File: config.mk
export PLATFORM = sky130hd
export DESIGN_NAME = regfile_seq
export DESIGN_NICKNAME = d
export VERILOG_FILES = /design/src/rtl/regfile_seq.sv
export SDC_FILE = /design/constraint.sdc
export NUM_CORES = 1
export LEC_CHECK = 0
export ABC_AREA = 0
export BUFFER_PORTS_ARGS = -buffer_cell sky130_fd_sc_hd__buf_2
export CAP_MARGIN = 20
export CORE_UTILIZATION = 25
export DETAILED_ROUTE_END_ITERATION = 16
export SYNTH_ARGS = -nofsm -noshare
export SYNTH_HDL_FRONTEND = slang
export SYNTH_SLANG_ARGS = --single-unit
export TNS_END_PERCENT = 50
File: constraint.sdc
create_clock -name clk -period 2.09 [get_ports clk]
set_input_delay 0 -clock clk [delete_from_list [all_inputs] [get_ports clk]]
set_output_delay 0 -clock clk [all_outputs]
set_load 0.01 [all_outputs]
File: src/rtl/regfile_seq.sv
// Sequential register file with built-in micro-op decoder: LDI/MOV/OUT/INC/SWAP/CLR.
// Optional REGFILE_SEQ_ZERO_REG_EN hardwires reg[0] to zero.
module regfile_seq #(
    parameter int DATA_W = 4,
    parameter int NREG   = 4,
    parameter int AW     = $clog2(NREG)
) (
    input  logic              clk,
    input  logic              rst_n,
    input  logic              instr_valid,
    output logic              instr_ready,
    input  logic [3+2*AW:0]   instr,
    input  logic [DATA_W-1:0] bus_in,
    output logic [DATA_W-1:0] bus_out,
    output logic              bus_oe,
    output logic              done,
    input  logic [AW-1:0]     dbg_addr,
    output logic [DATA_W-1:0] dbg_data
);

`ifdef REGFILE_SEQ_ZERO_REG_EN
    localparam bit ZERO_REG = 1'b1;
`else
    localparam bit ZERO_REG = 1'b0;
`endif

    localparam logic [3:0] OP_NOP  = 4'd0;
    localparam logic [3:0] OP_LDI  = 4'd1;
    localparam logic [3:0] OP_MOV  = 4'd2;
    localparam logic [3:0] OP_OUT  = 4'd3;
    localparam logic [3:0] OP_INC  = 4'd4;
    localparam logic [3:0] OP_SWAP = 4'd5;
    localparam logic [3:0] OP_CLR  = 4'd6;

    typedef enum logic [1:0] {
        IDLE,
        SWAP2,
        CLR
    } state_t;

    state_t              state_q, state_d;
    logic [DATA_W-1:0]   regs_q [NREG];
    logic [DATA_W-1:0]   regs_d [NREG];
    logic [DATA_W-1:0]   regs_rd [NREG];
    logic [DATA_W-1:0]   tmp_q, tmp_d;
    logic [AW-1:0]       cnt_q, cnt_d;
    logic [AW-1:0]       swap_rs_q, swap_rs_d;
    logic [DATA_W-1:0]   bus_out_q, bus_out_d;
    logic                bus_oe_q, bus_oe_d;
    logic                done_q, done_d;

    logic [3:0]          opcode;
    logic [AW-1:0]       rd;
    logic [AW-1:0]       rs;
    logic                accept;

    assign opcode = instr[3+2*AW -: 4];
    assign rd     = instr[2*AW-1 -: AW];
    assign rs     = instr[AW-1:0];

    assign instr_ready = (state_q == IDLE) && rst_n;
    assign accept      = instr_valid && instr_ready;

    // Read view of the array: reg[0] reads as zero when it is hardwired.
    always_comb begin
        for (int i = 0; i < NREG; i++) begin
            regs_rd[i] = (ZERO_REG && i == 0) ? '0 : regs_q[i];
        end
    end

    function automatic logic wr_allowed(input logic [AW-1:0] a);
        return !(ZERO_REG && a == '0);
    endfunction

    always_comb begin
        // NOTE: every variable gets a default first so no path can infer a latch.
        state_d   = state_q;
        regs_d    = regs_q;
        tmp_d     = tmp_q;
        cnt_d     = cnt_q;
        swap_rs_d = swap_rs_q;
        bus_out_d = bus_out_q;
        bus_oe_d  = 1'b0;
        done_d    = 1'b0;

        case (state_q)
            IDLE: begin
                if (accept) begin
                    done_d = 1'b1;
                    case (opcode)
                        OP_NOP: ;
                        OP_LDI: if (wr_allowed(rd)) regs_d[rd] = bus_in;
                        OP_MOV: if (wr_allowed(rd)) regs_d[rd] = regs_rd[rs];
                        OP_OUT: begin
                            bus_out_d = regs_rd[rs];
                            bus_oe_d  = 1'b1;
                        end
                        OP_INC: if (wr_allowed(rd)) regs_d[rd] = regs_rd[rd] + DATA_W'(1);
                        OP_SWAP: begin
                            tmp_d     = regs_rd[rd];
                            swap_rs_d = rs;
                            if (wr_allowed(rd)) regs_d[rd] = regs_rd[rs];
                            state_d   = SWAP2;
                            done_d    = 1'b0;
                        end
                        OP_CLR: begin
                            regs_d[0] = '0;
                            cnt_d     = AW'(1);
                            state_d   = CLR;
                            done_d    = 1'b0;
                        end
                        default: ;  // reserved opcodes complete as NOP
                    endcase
                end
            end
            SWAP2: begin
                if (wr_allowed(swap_rs_q)) regs_d[swap_rs_q] = tmp_q;
                state_d = IDLE;
                done_d  = 1'b1;
            end
            CLR: begin
                regs_d[cnt_q] = '0;
                cnt_d         = cnt_q + AW'(1);
                if (cnt_q == AW'(NREG-1)) begin
                    state_d = IDLE;
                    done_d  = 1'b1;
                end
            end
            default: state_d = IDLE;
        endcase
    end

    always_ff @(posedge clk) begin
        if (!rst_n) begin
            // NOTE: the register array is reset explicitly; a cleared file is architecturally visible.
            for (int i = 0; i < NREG; i++) begin
                regs_q[i] <= '0;
            end
            state_q   <= IDLE;
            tmp_q     <= '0;
            cnt_q     <= '0;
            swap_rs_q <= '0;
            bus_out_q <= '0;
            bus_oe_q  <= 1'b0;
            done_q    <= 1'b0;
        end else begin
            // NOTE: non-blocking assignments so every flop samples pre-edge values.
            regs_q    <= regs_d;
            state_q   <= state_d;
            tmp_q     <= tmp_d;
            cnt_q     <= cnt_d;
            swap_rs_q <= swap_rs_d;
            bus_out_q <= bus_out_d;
            bus_oe_q  <= bus_oe_d;
            done_q    <= done_d;
        end
    end

    assign bus_out  = bus_out_q;
    assign bus_oe   = bus_oe_q;
    assign done     = done_q;
    assign dbg_data = regs_rd[dbg_addr];

endmodule
==> impl_metrics.env <==
export IMPL_critPathLaunchType="flop"
export IMPL_placedInstanceArea_um2=3320
export IMPL_critical_path_top_delay_family="compound AO/OA/AOI/OAI gates"
export IMPL_reg2regPathDepth=7
export IMPL_cp_slowest_stage_delay_ps=510
export IMPL_dr_pass1_iters=5
export IMPL_path_clk_slew_ps=80
export IMPL_worstSkewPairLatency_ps=300
export IMPL_cpMostUsedCell="a221o_1"
export IMPL_grt_pass1_wl_um=15000
export IMPL_wire_per_inst_um=17.8
export IMPL_n_antenna_cell=0
export IMPL_die_h_um=105
export IMPL_slew_viol_final=0
export IMPL_synth_largest_area_cell="dfxtp_1"
export IMPL_p_leak_uw=0.00148
export IMPL_synth_cells=329
export IMPL_dr_total_vias=2984
export IMPL_start_util_pct=25.7
export IMPL_die_w_um=105
export IMPL_via_per_inst=5.57
export IMPL_holdPathStages=3
export IMPL_num_rows=37
export IMPL_route_detailed_drc=0
export IMPL_ys_seq_area_share_pct=24.1
export IMPL_drive_above_1_share_pct=31.0
export IMPL_netlist_top_cells_area="dfxtp_1, mux4_2, nand2_1"
export IMPL_clock_path_buffers=2
export IMPL_violations="negative setup slack"
export IMPL_grt_pass1_vias=2786
export IMPL_antenna_left=0
export IMPL_final_area_um2=3510
export IMPL_dieArea_um2=11000
export IMPL_synthFlopType="dfxtp_1"
export IMPL_grt_overflow=0
export IMPL_fmax_ghz=0.448
export IMPL_nNetsFinal=426
export IMPL_setup_violations=5
export IMPL_synth_area_um2=2650
export IMPL_ys_ff_latch=32
export IMPL_synth_edf_count=0
export IMPL_io_buffers=27
export IMPL_cts_tree="done"
export IMPL_drt_iter0_markers=342
export IMPL_fin_setup_tns_ps=-315
export IMPL_async_flop_share_pct=0
export IMPL_hpwl_um=7450
export IMPL_period_share_pct=107
export IMPL_worstSetupPathDepth=7
export IMPL_synth_common_cells="nand2_1, dfxtp_1, a21oi_1"
export IMPL_dpl_worst_slack_ps=-191
export IMPL_place_gp_congestion=0.980
export IMPL_grt_usage_pct=17.5
export IMPL_crit_required_ps=2270
export IMPL_end_kind="flop"
export IMPL_grt_max_degree=28
export IMPL_synthDistinctLibCells=55
export IMPL_cts_sinks=32
export IMPL_holdCritPathClass="in2reg"
export IMPL_cts_made_buffers=5
export IMPL_ios=28
export IMPL_core_area_um2=10300
export IMPL_synth_most_common_cell="nand2_1"
export IMPL_finClkSkew_ps=17.0
export IMPL_synth_top_area_share_pct=24.1
export IMPL_synth_avg_cell_area_um2=8.07
export IMPL_drv_cap=0
export IMPL_hold_viol=0
export IMPL_cp_arrival_ps=2410
export IMPL_crit_type="reg2reg"
export IMPL_outcome="finished, violations left"
export IMPL_root_buffer="clkbuf_8"
export IMPL_synth_warnings=0
export IMPL_finalCriticalPeriod_ps=2230
export IMPL_critPathSlowestCell="mux4_2"
export IMPL_crit_path_cell_trace="mux4_2 -> ha_4 -> nor3b_1 -> a221o_1 -> a221o_1 -> a21o_1 -> a32o_1"
export IMPL_path_buf_inv=0
export IMPL_crit_fanout=2
export IMPL_grt_antenna_before_repair=0
export IMPL_h_tree_depth=2
export IMPL_powerDensity_nw_per_um2=428
export IMPL_vdd_drop_max_mv=0.194
export IMPL_regToRegSetupSlack_ps=-140
export IMPL_max_slew_worst_pin_slew_ps=573
export IMPL_syn_nets=355
export IMPL_rsz0062_at_grt="true"
export IMPL_area_growth_pct=32.2
export IMPL_slew_headroom_pct=61.5
export IMPL_wirelength_um=9550
export IMPL_layout_setup_ws_ps=-142
metrics by stage:
stage | std cells | util [%] | total power (uW) | hold WS [ps]
after floorplan | 329 | - | 849 | 144
after global placement | 528 | 32.1 | 991 | 394
after detailed placement | 528 | 32.1 | 994 | 399
after CTS | 536 | 33.2 | 1490 | 109
after global routing | 536 | 34.0 | 1570 | 113
final | 536 | 34.0 | 1500 | 113
cell usage in the layout, fill, tap and decap left out, types with 10 or more instances in the layout:
| cell type | netlist | routed |
|---|---|---|
| buf_2 | 2 | 27 |
| a21oi_1 | 24 | 23 |
| mux4_2 | 12 | 12 |
| nand2_1 | 41 | 41 |
| o21a_1 | 11 | 11 |
| nor2_1 | 21 | 21 |
| nor2b_1 | 10 | 10 |
| buf_4 | 0 | 54 |
| o21ai_0 | 16 | 15 |
| dfxtp_1 | 32 | 29 |
| a31oi_1 | 11 | 10 |
cell type report:
class,instances,area [um^2]
clock inverter,2,12.5
multi-input combinational,269,2010
fill,1059,6820
clock buffer,5,68.8
inverter,9,33.8
tap,136,170
sequential,32,644
timing repair buffer,83,572
how the worst min path moves through the flow:
stage	start	to	slack (ps)
2_1_floorplan	instr[0]	swap_rs_q[0]$_SDFFE_PN0P_	140
3_3_place_gp	bus_oe$_SDFF_PN0_	bus_oe	390
3_5_place_dp	bus_oe$_SDFF_PN0_	bus_oe	400
4_1_cts	instr[0]	swap_rs_q[0]$_SDFFE_PN0P_	110
5_1_grt	instr[0]	swap_rs_q[0]$_SDFFE_PN0P_	110
6_report	instr[0]	swap_rs_q[0]$_SDFFE_PN0P_	110
worst min-delay path, cell delays in order:
cell	delay (ps)
buf_2	170
mux2i_1	140
nor2_1	50
report_power, final:
part	leakage, uW	total (uW)	internal (uW)	switching, uW
Combinational	0.00118	389	165	225
Sequential	0.000260	626	619	6.69
Clock	0.0000400	486	226	260
what timing repair did:
item                                   CTS  global route
gates resized for setup                  4            19
endpoints found under the hold margin    0             0
setup buffers                            1             0
cloned                                   0             0
hold buffers                             0             0
setup endpoints to repair                8            14
pin swaps                                2            10
cells by family (layout without fill, tap and decap cells):
kind of cell,after synthesis,count (layout),synth area share [%]
XOR/XNOR,4,4,1.32
multiplexers,21,21,13.6
AND/OR/NAND/NOR,121,121,23.3
adder cells (fa/ha/maj),9,9,4.24
flip-flops,32,32,24.1
AO/OA/AOI/OAI,114,114,29.1
buffers and inverters,28,99,4.34
per-layer routing:
layer	vias to the layer above	track usage (%)	routed length, um
met5	-	0	0
met4	0	5.03	203
met3	23	4.55	993
met2	166	29.6	4590
met1	1404	21.9	3760
li1	1391	-	-
(Power assumes the default switching activity.)
